### config.mk
export PLATFORM = sky130hd
export DESIGN_NAME = shift_recv
export DESIGN_NICKNAME = d
export VERILOG_FILES = /design/src/rtl/shift_pkg.sv /design/src/rtl/sync_2ff.sv /design/src/rtl/shift_recv.sv
export SDC_FILE = /design/constraint.sdc
export NUM_CORES = 1
export LEC_CHECK = 0
export ABC_CLOCK_PERIOD_IN_PS = 2350
export BUFFER_PORTS_ARGS = -buffer_cell sky130_fd_sc_hd__buf_2
export CAP_MARGIN = 0
export CORE_MARGIN = 1.5
export CORE_UTILIZATION = 59
export CTS_CLUSTER_SIZE = 8
export DETAILED_ROUTE_END_ITERATION = 10
export PLACE_DENSITY = 0.91
export SYNTH_ARGS = -nofsm -noshare
export SYNTH_HDL_FRONTEND = slang
export SYNTH_HIERARCHICAL = 1
export SYNTH_SLANG_ARGS = --single-unit
### constraint.sdc
create_clock -name clk -period 2.35 [get_ports clk]
set_clock_uncertainty 0.1 [all_clocks]
set_input_delay 0 -clock clk [delete_from_list [all_inputs] [get_ports clk]]
set_output_delay 0 -clock clk [all_outputs]
set_load 0.01 [all_outputs]
### src/rtl/shift_pkg.sv
// Shared FSM encoding and constants for the shift_recv serial symbol receiver.
package shift_pkg;

  localparam int DATA_W_DFLT = 5;
  localparam int SYM_MAX     = 9;

  typedef enum logic [1:0] {
    IDLE  = 2'd0,
    START = 2'd1,
    DATA  = 2'd2,
    STOP  = 2'd3
  } state_t;

endpackage

### src/rtl/sync_2ff.sv
// Two-flop synchronizer for a single asynchronous bit, reset value 0.
module sync_2ff (
  input  logic clk,
  input  logic rst_n,
  input  logic d,
  output logic q
);

  logic meta_r;
  logic q_r;

  // two-stage capture of the incoming level
  always_ff @(posedge clk or negedge rst_n) begin
    if (!rst_n) begin
      meta_r <= 1'b0;
      q_r    <= 1'b0;
    end else begin
      meta_r <= d;
      q_r    <= meta_r;
    end
  end

  assign q = q_r;

endmodule

### src/rtl/shift_recv.sv
// Serial symbol receiver: start 1, DATA_W bits MSB first, stop 0, BIT_CYCLES clocks per bit.
// Optional symbol-order checker enabled by defining SHIFT_RECV_SEQ_CHECK_EN.
module shift_recv
  import shift_pkg::*;
#(
  parameter int BIT_CYCLES = 4,
  parameter int DATA_W     = DATA_W_DFLT
) (
  input  logic              clk,
  input  logic              rst_n,
  input  logic              din,
  output logic [DATA_W-1:0] data_out,
  output logic              data_valid,
  output logic              frame_err,
  output logic              seq_err
);

  localparam int CNT_W = $clog2(BIT_CYCLES);
  localparam int BIT_W = (DATA_W > 1) ? $clog2(DATA_W) : 1;

  localparam logic [CNT_W-1:0] MID_CNT  = CNT_W'(BIT_CYCLES / 2 - 1);
  localparam logic [CNT_W-1:0] LAST_CNT = CNT_W'(BIT_CYCLES - 1);
  localparam logic [CNT_W-1:0] CNT_ONE  = CNT_W'(1);
  localparam logic [BIT_W-1:0] LAST_BIT = BIT_W'(DATA_W - 1);
  localparam logic [BIT_W-1:0] BIT_ONE  = BIT_W'(1);

  logic              din_s;
  logic              din_prev_r;
  state_t            state_r;
  logic [CNT_W-1:0]  cnt_r;
  logic [BIT_W-1:0]  bit_cnt_r;
  logic [DATA_W-1:0] shift_r;
  logic [DATA_W-1:0] data_out_r;
  logic              data_valid_r;
  logic              frame_err_r;

`ifdef SHIFT_RECV_SEQ_CHECK_EN
  localparam logic [DATA_W-1:0] SYM_MAX_W = DATA_W'(SYM_MAX);
  localparam logic [DATA_W-1:0] SYM_ONE   = DATA_W'(1);

  logic              seq_err_r;
  logic [DATA_W-1:0] expected_r;
`endif

  sync_2ff u_sync (
    .clk   (clk),
    .rst_n (rst_n),
    .d     (din),
    .q     (din_s)
  );

  // receive FSM with registered result pulses; all timing is taken from the start-bit midpoint
  always_ff @(posedge clk or negedge rst_n) begin
    if (!rst_n) begin
      din_prev_r   <= 1'b0;
      state_r      <= IDLE;
      cnt_r        <= '0;
      bit_cnt_r    <= '0;
      shift_r      <= '0;
      data_out_r   <= '0;
      data_valid_r <= 1'b0;
      frame_err_r  <= 1'b0;
`ifdef SHIFT_RECV_SEQ_CHECK_EN
      seq_err_r    <= 1'b0;
      expected_r   <= '0;
`endif
    end else begin
      din_prev_r   <= din_s;
      data_valid_r <= 1'b0;
      frame_err_r  <= 1'b0;
`ifdef SHIFT_RECV_SEQ_CHECK_EN
      seq_err_r    <= 1'b0;
`endif
      case (state_r)
        IDLE: begin
          cnt_r     <= '0;
          bit_cnt_r <= '0;
          // edge rather than level, so a line still high after a bad stop bit is ignored
          if (din_s && !din_prev_r) begin
            state_r <= START;
          end else begin
            state_r <= IDLE;
          end
        end
        START: begin
          if (cnt_r == MID_CNT) begin
            cnt_r   <= '0;
            state_r <= din_s ? DATA : IDLE;
          end else begin
            cnt_r <= cnt_r + CNT_ONE;
          end
        end
        DATA: begin
          if (cnt_r == LAST_CNT) begin
            cnt_r   <= '0;
            shift_r <= {shift_r[DATA_W-2:0], din_s};
            if (bit_cnt_r == LAST_BIT) begin
              bit_cnt_r <= '0;
              state_r   <= STOP;
            end else begin
              bit_cnt_r <= bit_cnt_r + BIT_ONE;
            end
          end else begin
            cnt_r <= cnt_r + CNT_ONE;
          end
        end
        STOP: begin
          if (cnt_r == LAST_CNT) begin
            cnt_r   <= '0;
            state_r <= IDLE;
            if (!din_s) begin
              data_out_r   <= shift_r;
              data_valid_r <= 1'b1;
`ifdef SHIFT_RECV_SEQ_CHECK_EN
              seq_err_r    <= (shift_r != expected_r);
              expected_r   <= (shift_r >= SYM_MAX_W) ? '0 : shift_r + SYM_ONE;
`endif
            end else begin
              frame_err_r <= 1'b1;
            end
          end else begin
            cnt_r <= cnt_r + CNT_ONE;
          end
        end
        default: begin
          state_r <= IDLE;
          cnt_r   <= '0;
        end
      endcase
    end
  end

  assign data_out   = data_out_r;
  assign data_valid = data_valid_r;
  assign frame_err  = frame_err_r;
`ifdef SHIFT_RECV_SEQ_CHECK_EN
  assign seq_err    = seq_err_r;
`else
  assign seq_err    = 1'b0;
`endif

endmodule

Word level (Yosys, flattened, before mapping) --
Cells that the tools add are included.
Word-level totals: output and inout bits 8, input bits 3, flip-flop bits (word level) 22, word-level logic and storage cells 51
Cells by class: bitwise gates (word level) 1, multiplexer cells 19, eq/ne operators 10, reduce and logical (&&, ||, !) cells 9, $add $sub $neg 2
Operators with widths (number):
- $mux W2 | 7
- $ne A2 B2 Y1 const B | 4
- $pmux W2 S4 | 1
- $mux W1 | 7
- $eq A2 B2 Y1 const B | 3
- $mux W3 | 2
- $pmux W2 S3 | 1
- $pmux W3 S2 | 1
- $eq A2 B1 Y1 const B | 2
- $reduce_and A2 Y1 | 2
- $reduce_and A4 Y1 | 1
- $add A3 B1 Y3 const B | 1
- $eq A3 B3 Y1 const B | 1
- $reduce_and A3 Y1 | 1
- $add A2 B1 Y2 const B | 1
- $logic_not A2 Y1 | 1
- $reduce_bool A2 Y1 | 1
- $reduce_or A2 Y1 | 1
- $logic_and A1 B1 Y1 | 1
- $logic_not A1 Y1 | 1
- $not A1 Y1 | 1

Logic depth before layout (Yosys ltp) --
word-level depth 4, gate-level depth with buffers 5

Cells and area by module --
The synthesis kept the hierarchy.
Modules (own cells, without submodules):
- shift_recv | instances 1, cells each 73, sequential area each 500.5 um^2, area each 907.1 um^2
- sync_2ff | instances 1, cells each 2, sequential area each 50.0 um^2, area each 50.0 um^2

Worst setup path before layout --
Ideal clock, no wire load.
kind register to register, start point register cnt_r[0], end point register shift_r[0], buffers on the path 0, library setup time 125 ps, cell stages (with the launch flop) 5, setup slack 890 ps, required time 2125 ps, data arrival time 1235 ps, path through dfrtp_1 > ha_1 > and2b_4 > nand2_4 > mux2_2
Between the ends: word-level cells in the longest chain between the ends 2
RTL lines:
- start, declared | line shift_recv.sv:30 | logic [CNT_W-1:0] cnt_r;
- start signal, assigned | line shift_recv.sv:90 | cnt_r <= cnt_r + CNT_ONE;
- start signal, assigned | line shift_recv.sv:104 | cnt_r <= cnt_r + CNT_ONE;
- start signal, assigned | line shift_recv.sv:122 | cnt_r <= cnt_r + CNT_ONE;
- $eq A2 B2 Y1 | line shift_recv.sv:94 | if (cnt_r == LAST_CNT) begin
- $reduce_and A2 Y1 (no source line)
- end signal, assigned | line shift_recv.sv:96 | shift_r <= {shift_r[DATA_W-2:0], din_s};
- end, declared | line shift_recv.sv:32 | logic [DATA_W-1:0] shift_r;
No other way between the ends. A chain may end at the register's enable or synchronous reset.

Final worst setup path --
start point register cnt_r[0], end point register shift_r[3]
Same word-level chain as after synthesis.

==> flow_summary.toml <==
[finish]
fin_nets = 96
syn2layout_area_growth_pct = 10.6
final_cell_mix = "dfrtp_1, mux2_2, buf_2"
final_common_cell = "dfrtp_1"
drive_above_1_share = 0.299
diodes = 0
fillers = 119

[setup_path]
cp_top_family = "flip-flops"
critPathSlowestCell = "dfrtp_1"
cp.arrival_ns = 1.68
required_ns = 2.45
critical_path_buf_inv_count = 0
crit_fanout = 7
end_kind = "flip-flop"
path_cells = "ha_1, and2b_4, nand2_4, mux2_2"
critPathLaunchType = "flip-flop"
slowest_delay_ns = 0.42
crit_type = "reg -> reg"

[placement]
dpl_worst_slack_ns = 0.793
routabilityCongestion = 0.826
place_hpwl_um = 1070
io_buffers = 9

[outcome]
status = "completed"

[synthesis]
synth_top_family_by_area = "simple AND/OR/NAND/NOR gates"
ys_ff_latch = 22
synth_edf_count = 0
yosys_warnings = 6
ys_seq_area_frac = 0.575
synth_compound_area_frac = 0.0536
synth_mux_area_frac = 0.128
yosysTopAreaCellShare = 0.575
synth-adder-area-share = 0.0654
synth_nets = 83
syn_inst = 75
synth_cell_types = 23
synthArstFlopShare = 1.00
synth-xor-area-share = 0
avgSynthCellArea_um2 = 12.8
synth_top_cell_by_area = "dfrtp_1"
ys_top_cells_by_area = "dfrtp_1, mux2_2, ha_1, o21ai_0, a31oi_1"
synth_area_um2 = 957
synth_flop_cell = "dfrtp_1"
yosys.area_share.simple = 0.133

[global_route]
grt_pass1_vias = 543
grt_pass1_wl_um = 2500
grt_max_degree = 23
grt_use_total = 0.194
antenna_found_initial = 0
grt_overflow = 0

[sta]
rsz0062_at_grt = "no"
period_share = 0.672
fin_setup_tns_ns = 0
fin_crit_ns = 1.58
final_hold_viol_count = 0
max_freq_mhz = 633
setup_viol = 0
fin_ws_ns = 0.770
drv_slew = 0

[power_and_ir_drop]
swShare = 0.336
power_switching_w = 0.000368
comb_power_share = 0.275
p_per_area_mw_per_mm2 = 1040
ir_drop_v = 0.000867
clockPowerShare = 0.190
seqPwrFrac = 0.536
intPower_w = 0.000728
leakage_nw = 0.564

[clock_tree]
holdBufCountCts = 2
cts_setup_buffers = 0
cts.sinks = 22
clkTransAtPathRegs_ns = 0.12
cts_buffers = 3
cts_root_buffer = "clkbuf_4"
cts-resized-gates = 0
h-tree-depth = 1
tritoncts = "yes"
clockBufferDepth = 2
clk_latency_ns = 0.30

[die]
io_pins = 11
die_y_um = 43.3
start_util = 0.635
rows = 14
coreArea_mm2 = 0.00151
die_x_um = 43.3
die_area_mm2 = 0.00187

[min_path]
hp-class = "in -> async"

[routing]
wire_per_inst_um = 14.2
ant_nets = 0
first_pass_iters = 4
viasPerCell = 5.71
vias = 588
drt_drc_violations_left = 0
finalWirelength_um = 1460
drt_iter0_markers = 13

[job]
drv_cap = 0
## per-layer routing
metal / track usage / routed length [µm] / vias up
met4: 0.109 / 10 / 0
li1: - / - / 285
met5: 0 / 0 / -
met3: 0.0511 / 43 / 2
met1: 0.244 / 666 / 289
met2: 0.301 / 743 / 12
## final timing paths
kind / startpoint / slack (ns) / to / cells past startpoint
worst max-delay path: cnt_r[0] / 0.77 / shift_r[3] / 4
worst min-delay path: rst_n / 0.07 / data_valid / 2
worst max register to register: cnt_r[0] / 0.77 / shift_r[3] / 4
max in group asynchronous: rst_n / 1.77 / din_prev_r / 2
worst min register to register: u_sync/meta_r / 0.28 / u_sync/q / 0
min in group clk: din / 0.23 / u_sync/meta_r / 2
## sequential cells by signal (all words and copies together) (netlist names), named ones only
signal	cells
data_valid	1
shift_r	5
din_prev_r	1
state_r	1
data_out	5
cnt_r	2
frame_err	1
u_sync/meta_r	1
u_sync/q	1
bit_cnt_r	3
## cell type report
| type | instances | area (µm²) | area share |
|---|---|---|---|
| inverters | 5 | 18.8 | 0.0177 |
| repair buffers | 11 | 65.1 | 0.0615 |
| clock buffers | 4 | 36.3 | 0.0343 |
| multi-input cells | 45 | 368 | 0.348 |
| well taps | 16 | 20.0 | 0.0189 |
| flip-flops and latches | 22 | 551 | 0.520 |
## kinds of logic (layout without fill, tap and decap cells)
family / count (synthesis) / in the layout
AO/OA/AOI/OAI: 9 / 9
adder cells (fa/ha/maj): 5 / 5
buffers and inverters: 8 / 20
flip-flops: 22 / 22
multiplexers: 11 / 11
other: 1 / 1
AND/OR/NAND/NOR: 19 / 19
## power groups by stage
stage / sequential, W / combinational, W / clock, W
3_3_place_gp: 0.000589 / 0.000287 / 0
6_report: 0.000587 / 0.000301 / 0.000208
2_1_floorplan: 0.000547 / 0.000271 / 0
4_1_cts: 0.000589 / 0.000306 / 0.000210
3_5_place_dp: 0.000599 / 0.000301 / 0
5_1_grt: 0.000610 / 0.000340 / 0.000225
## stage by stage
step	power (W)	std cells	hold WS [ns]	cell area, µm²	util
final	0.00110	103	0.0670	1060	0.703
after detailed placement	0.000900	97	-0.120	1000	0.665
after global placement	0.000876	97	-0.131	1000	0.665
after global routing	0.00117	103	0.108	1060	0.703
after floorplan	0.000819	75	-0.396	957	-
after CTS	0.00111	103	0.0747	1060	0.703
## synth_stat cells (2+ instances only)
master    n
dfrtp_1  22
mux2_2   10
ha_1      5
inv_1     5
nand2_1   5
o21ai_0   4
a31oi_1   3
nand3_1   3
and2b_1   2
buf_4     2
nor2b_1   2
Power figures use the tool's default switching activity.
